$ cat src/rtl/serial_frame_pkg.sv
// Shared frame definitions for the serial deframer: FSM states, line levels, parity helper.
// The PARITY state exists only when SERIAL_DEFRAMER_PARITY_EN is defined.
package serial_frame_pkg;

  typedef enum logic [1:0] {
    IDLE   = 2'd0,
    DATA   = 2'd1,
    STOP   = 2'd2
`ifdef SERIAL_DEFRAMER_PARITY_EN
    , PARITY = 2'd3
`endif
  } state_e;

  localparam logic START_BIT  = 1'b1;
  localparam logic STOP_BIT   = 1'b0;
  localparam logic IDLE_LEVEL = 1'b0;

  localparam int MAX_W = 16;

  // Even parity holds when payload plus parity bit carry an even number of ones.
  function automatic logic even_parity_ok(input logic [MAX_W-1:0] payload, input logic par_bit);
    return ~(^{payload, par_bit});
  endfunction

endpackage

$ cat src/rtl/serial_deframer_if.sv
// Bundle of the serial line input and the valid/ready output side of the deframer.
interface serial_deframer_if #(parameter int DATA_W = 8);
  import serial_frame_pkg::*;

  logic              din;
  logic              out_ready;
  logic [DATA_W-1:0] out_data;
  logic              out_valid;
  logic              frame_err;
  logic              overrun;
  logic              busy;

  modport master (
    input  din, out_ready,
    output out_data, out_valid, frame_err, overrun, busy
  );

  modport slave (
    output din, out_ready,
    input  out_data, out_valid, frame_err, overrun, busy
  );
endinterface

$ cat src/rtl/serial_deframer_out_buf.sv
// Output holding register for deframed payloads with valid/ready handshake and sticky overrun.
module deframer_out_buf
  import serial_frame_pkg::*;
#(
  parameter int DATA_W = 8
) (
  input  logic              clkAB,
  input  logic              rst,
  input  logic              load,
  input  logic [DATA_W-1:0] load_data,
  input  logic              out_ready,
  output logic [DATA_W-1:0] out_data,
  output logic              out_valid,
  output logic              overrun
);

  logic [DATA_W-1:0] data_r;
  logic              valid_r;
  logic              over_r;

  // A new frame wins over the handshake clear; a blocked frame only raises the sticky flag.
  always_ff @(posedge clkAB) begin
    if (rst) begin
      data_r  <= {DATA_W{1'b0}};
      valid_r <= 1'b0;
      over_r  <= 1'b0;
    end else if (load) begin
      if (!valid_r || out_ready) begin
        data_r  <= load_data;
        valid_r <= 1'b1;
      end else begin
        over_r  <= 1'b1;
      end
    end else if (valid_r && out_ready) begin
      valid_r <= 1'b0;
    end else begin
      valid_r <= valid_r;
    end
  end

  assign out_data  = data_r;
  assign out_valid = valid_r;
  assign overrun   = over_r;

endmodule

$ cat src/rtl/serial_deframer.sv
// Serial deframer: start 1, DATA_W bits LSB first, optional even parity, stop 0.
// Parity stage compiled in with SERIAL_DEFRAMER_PARITY_EN.
module serial_deframer
  import serial_frame_pkg::*;
#(
  parameter int DATA_W = 8
) (
  input logic               clkAB,
  input logic               rst,
  serial_deframer_if.master bus
);

  localparam int CNT_W = $clog2(DATA_W);
  localparam logic [CNT_W-1:0] LAST_BIT = CNT_W'(DATA_W - 1);

  state_e            state_r, state_nxt_s;
  logic [CNT_W-1:0]  cnt_r, cnt_nxt_s;
  logic [DATA_W-1:0] shreg_r, shreg_nxt_s;
  logic              frame_ok_s, frame_bad_s;
  logic              frame_err_r, busy_r;
  logic [DATA_W-1:0] out_data_s;
  logic              out_valid_s, overrun_s;
`ifdef SERIAL_DEFRAMER_PARITY_EN
  logic              par_err_r, par_err_nxt_s;
`endif

  // Next-state, shift and frame verdict; the verdict is only produced while sampling the stop bit.
  always_comb begin
    state_nxt_s = state_r;
    cnt_nxt_s   = cnt_r;
    shreg_nxt_s = shreg_r;
    frame_ok_s  = 1'b0;
    frame_bad_s = 1'b0;
`ifdef SERIAL_DEFRAMER_PARITY_EN
    par_err_nxt_s = par_err_r;
`endif
    case (state_r)
      IDLE: begin
        if (bus.din == START_BIT) begin
          state_nxt_s = DATA;
          cnt_nxt_s   = {CNT_W{1'b0}};
        end else begin
          state_nxt_s = IDLE;
        end
      end
      DATA: begin
        shreg_nxt_s = {bus.din, shreg_r[DATA_W-1:1]};
        if (cnt_r == LAST_BIT) begin
          cnt_nxt_s = {CNT_W{1'b0}};
`ifdef SERIAL_DEFRAMER_PARITY_EN
          state_nxt_s = PARITY;
`else
          state_nxt_s = STOP;
`endif
        end else begin
          cnt_nxt_s = cnt_r + CNT_W'(1'b1);
        end
      end
`ifdef SERIAL_DEFRAMER_PARITY_EN
      PARITY: begin
        par_err_nxt_s = ~even_parity_ok(MAX_W'(shreg_r), bus.din);
        state_nxt_s   = STOP;
      end
`endif
      STOP: begin
        state_nxt_s = IDLE;
`ifdef SERIAL_DEFRAMER_PARITY_EN
        if ((bus.din == STOP_BIT) && !par_err_r) begin
`else
        if (bus.din == STOP_BIT) begin
`endif
          frame_ok_s = 1'b1;
        end else begin
          frame_bad_s = 1'b1;
        end
      end
      default: begin
        state_nxt_s = IDLE;
      end
    endcase
  end

  // State and datapath registers; busy follows the state being entered so it is registered too.
  always_ff @(posedge clkAB) begin
    if (rst) begin
      state_r     <= IDLE;
      cnt_r       <= {CNT_W{1'b0}};
      shreg_r     <= {DATA_W{1'b0}};
      frame_err_r <= 1'b0;
      busy_r      <= 1'b0;
`ifdef SERIAL_DEFRAMER_PARITY_EN
      par_err_r   <= 1'b0;
`endif
    end else begin
      state_r     <= state_nxt_s;
      cnt_r       <= cnt_nxt_s;
      shreg_r     <= shreg_nxt_s;
      frame_err_r <= frame_bad_s;
      busy_r      <= (state_nxt_s != IDLE);
`ifdef SERIAL_DEFRAMER_PARITY_EN
      par_err_r   <= par_err_nxt_s;
`endif
    end
  end

  deframer_out_buf #(.DATA_W(DATA_W)) u_out_buf (
    .clkAB     (clkAB),
    .rst       (rst),
    .load      (frame_ok_s),
    .load_data (shreg_r),
    .out_ready (bus.out_ready),
    .out_data  (out_data_s),
    .out_valid (out_valid_s),
    .overrun   (overrun_s)
  );

  assign bus.out_data  = out_data_s;
  assign bus.out_valid = out_valid_s;
  assign bus.overrun   = overrun_s;
  assign bus.frame_err = frame_err_r;
  assign bus.busy      = busy_r;

endmodule

$ cat src/flat_wrapper.sv
// flat-port wrapper written by rule: the top's interface ports become plain ports
module serial_deframer_flat import serial_frame_pkg::*;
#(
  parameter int DATA_W = 8
)
  (clkAB, rst, bus_din, bus_out_ready, bus_out_data, bus_out_valid, bus_frame_err, bus_overrun, bus_busy);
  serial_deframer_if #(.DATA_W(DATA_W)) bus_i ();
  input logic clkAB;
  input logic rst;
  input wire logic [$bits(bus_i.din)-1:0] bus_din;
  input wire logic [$bits(bus_i.out_ready)-1:0] bus_out_ready;
  output wire logic [$bits(bus_i.out_data)-1:0] bus_out_data;
  output wire logic [$bits(bus_i.out_valid)-1:0] bus_out_valid;
  output wire logic [$bits(bus_i.frame_err)-1:0] bus_frame_err;
  output wire logic [$bits(bus_i.overrun)-1:0] bus_overrun;
  output wire logic [$bits(bus_i.busy)-1:0] bus_busy;
  assign bus_i.din = bus_din;
  assign bus_i.out_ready = bus_out_ready;
  assign bus_out_data = bus_i.out_data;
  assign bus_out_valid = bus_i.out_valid;
  assign bus_frame_err = bus_i.frame_err;
  assign bus_overrun = bus_i.overrun;
  assign bus_busy = bus_i.busy;
  serial_deframer #(.DATA_W(DATA_W)) u_core (.clkAB(clkAB), .rst(rst), .bus(bus_i));
endmodule
$ cat config.mk
export PLATFORM = sky130hd
export DESIGN_NAME = serial_deframer_flat
export DESIGN_NICKNAME = d
export VERILOG_FILES = /design/src/rtl/serial_frame_pkg.sv /design/src/rtl/serial_deframer_if.sv /design/src/rtl/serial_deframer_out_buf.sv /design/src/rtl/serial_deframer.sv /design/src/flat_wrapper.sv
export SDC_FILE = /design/constraint.sdc
export NUM_CORES = 1
export LEC_CHECK = 0
export CORE_ASPECT_RATIO = 1.1
export CORE_MARGIN = 2
export CORE_UTILIZATION = 24
export DETAILED_ROUTE_END_ITERATION = 12
export HOLD_SLACK_MARGIN = 0.02
export PLACE_DENSITY = 0.41
export SETUP_SLACK_MARGIN = 0.3
export SYNTH_ARGS = -nofsm -noshare
export SYNTH_HDL_FRONTEND = slang
export SYNTH_HIERARCHICAL = 1
export SYNTH_SLANG_ARGS = --single-unit
$ cat constraint.sdc
create_clock -name clkAB -period 1.1 [get_ports clkAB]
set_input_delay 0.22 -clock clkAB [delete_from_list [all_inputs] [get_ports clkAB]]
set_output_delay 0.22 -clock clkAB [all_outputs]
set_load 0.005 [all_outputs]
==> reports/results.ini <==
[sta]
rsz0062_at_grt = true
hold_ws_ps = 470
timing.final.max_slew_violations = 0
fmax_ghz = 0.907
period_minus_slack_ps = 1100
hold_viol = 0
setup_ws_ps = -2.07
worst_pin_slew_ps = 184
fin_worst_skew_ps = 3.34
slew_headroom_pct = 87.7
finalSetupViolCount = 1
fin_crit_sh_pct = 100

[route]
wire_per_inst_um = 11.1
drt_iter0_markers = 7
drt_pass1_iterations = 4
vias = 790
viasPerCell = 4.09
wl_um = 2150
ant_nets = 0
route.detailed.drc = 0

[yosys]
ys_ff_latch = 25
syn-cell-area_mm2 = 0.00101
yosysUniqueCellTypes = 17
yosysSeqAreaShare_pct = 49.3
syn-num-nets = 109
ys_warn_count = 6
syn_inst = 103
syn_avg_cell_area_um2 = 9.85

[global_routing]
grt.overflow.total = 0
grt_pass1_wl_um = 3480
grt_start_max_net_pins = 14
antenna_found_initial = 0
grt_pass1_vias = 761
grtUsageTotal_pct = 9.62

[finish]
final_cells = 193
n_antenna_cell = 0
final_util_pct = 37.8
nets = 148
layout-drive-gt1-share_pct = 53.9
layout_common_cells = nand2_1, nand2b_1, buf_4, dfxtp_2
syn_to_final_growth_pct = 49.9

[die]
core_area_mm2 = 0.00402
fp-row-count = 24
dieHeight_um = 72.2
pin_count = 16
start_util_pct = 25.2
dieArea_mm2 = 0.00476
chipWidth_um = 66.0

[clock_tree]
root_buffer = clkbuf_8
htreeDepth = 1
cts_buffer_depth = 2
clkSinkCount = 25
cts_made_buffers = 3
cts_tree = done
clkLatencyLatePin_ps = 260
clkTransAtPathRegs_ps = 80

[critical_path]
critPathTopFamily = simple AND/OR/NAND/NOR gates
arrival_ps = 1290
cp_cell_sequence = nor2_4 > and2_4 > nor2b_4 > buf_12 > mux2i_1
worstPathMaxFanout = 8
startpoint_type = flip-flop
critPathSlowestCell = dfxtp_2
endpoint_kind = flip-flop
critical_path_required_ps = 1290
slowest_delay_ps = 340
crit_type = reg2reg
critPathBufInv = 1

[placement]
dp_hpwl_um = 1380
io_buffers = 15
dp_slack_ps = -392
gp_congestion = 0.719
dp_cells = 180

[power_and_ir_drop]
combinationalPowerShare_pct = 11.1
swShare_pct = 22.0
sequentialPowerShare_pct = 56.2
finalPower_mw = 1.65
power_leakage_nw = 0.579
p_int_mw = 1.29
p_switching_mw = 0.362
power.share.clock_pct = 32.7
power_density_mw_per_mm2 = 1080
vdd_drop_max_mv = 0.494

[outcome]
outcome = finished, violations left
violations = negative setup slack

[flow_run]
cap_violations = 0

[worst_hold_path]
min_path_type = reg2reg

## cell type report
type | instances | area [um^2]
well taps | 52 | 65.1
multi-input cells | 73 | 557
clock buffers | 4 | 45.0
repair buffers | 39 | 333
fillers | 439 | 2500
flip-flops and latches | 25 | 522
## final timing paths
path	slack (ps)	end	from	cells past startpoint
max reg2reg	-2	u_core/u_out_buf/out_data[2]	u_core/state_r[0]	5
min	470	u_core/u_out_buf/out_data[4]	u_core/u_out_buf/out_data[4]	2
min reg2reg	470	u_core/u_out_buf/out_data[4]	u_core/u_out_buf/out_data[4]	2
max	-2	u_core/u_out_buf/out_data[2]	u_core/state_r[0]	5
## power by group through the flow
stage	Combinational (mW)	Clock [mW]	Sequential, mW
after global placement	0.143	0	0.949
after global routing	0.198	0.606	0.927
after floorplan	0.0686	0	0.949
after CTS	0.177	0.574	0.925
after detailed placement	0.145	0	0.948
final	0.182	0.540	0.926
## cells by family after synthesis
kind of cell,after synthesis,synth area share [%]
compound gates,13,10.4
fa+ha+maj,2,2.47
buf+inv,5,3.70
flops,25,49.3
mux,8,7.89
simple gates,50,26.3
## flip-flops by register name, indices dropped and copies added, names as in the netlist
name	cells
u_core/cnt_r	3
u_core/shreg_r	8
u_core/u_out_buf/overrun	1
u_core/u_out_buf/out_valid	1
u_core/state_r	2
u_core/bus.frame_err	1
u_core/bus.busy	1
u_core/u_out_buf/out_data	8
## tightest hold or removal path, cell delays in order, from the launching register on
cell and delay [ps]:
dfxtp_2 320, nand2b_1 60, mux2i_1 50
## routing by layer
metal	track usage [%]	vias to the layer above	part of all wire [%]
met2	16.0	10	51
met5	0	-	0
met1	11.5	359	44
met4	4.76	0	1.5
li1	-	417	-
met3	2.33	4	3.2
## cell usage after synthesis
cell type / number / share of area [%]
a21oi_1: 1 / 0.49
a21oi_2: 8 / 6.9
a22oi_1: 3 / 2.2
and2_1: 2 / 1.2
and4bb_2: 1 / 1.2
buf_2: 3 / 1.5
buf_6: 2 / 2.2
dfxtp_1: 25 / 49
ha_1: 2 / 2.5
mux2i_1: 8 / 7.9
nand2_1: 17 / 6.3
nand2b_1: 17 / 10
nor2_1: 8 / 3.0
nor2b_2: 2 / 1.7
nor2b_4: 1 / 1.4
nor3_1: 2 / 0.99
o21bai_1: 1 / 0.74
## stage by stage
stage	instance area (um^2)	TNS [ps]
floorplan	1060	0
global placement	1380	-5440
detailed placement	1380	-5410
CTS	1470	-191
global route	1520	-865
finish	1520	-2.07
## what timing repair did
| action | 4_1_cts | 5_1_grt |
|---|---|---|
| endpoints found under the setup margin | 37 | 37 |
| buffers inserted | 4 | 4 |
| gates cloned | 1 | 0 |
| pin swaps | 1 | 5 |
| gates resized for setup | 60 | 12 |
| hold buffers | 0 | 0 |
(Power assumes the default switching activity.)
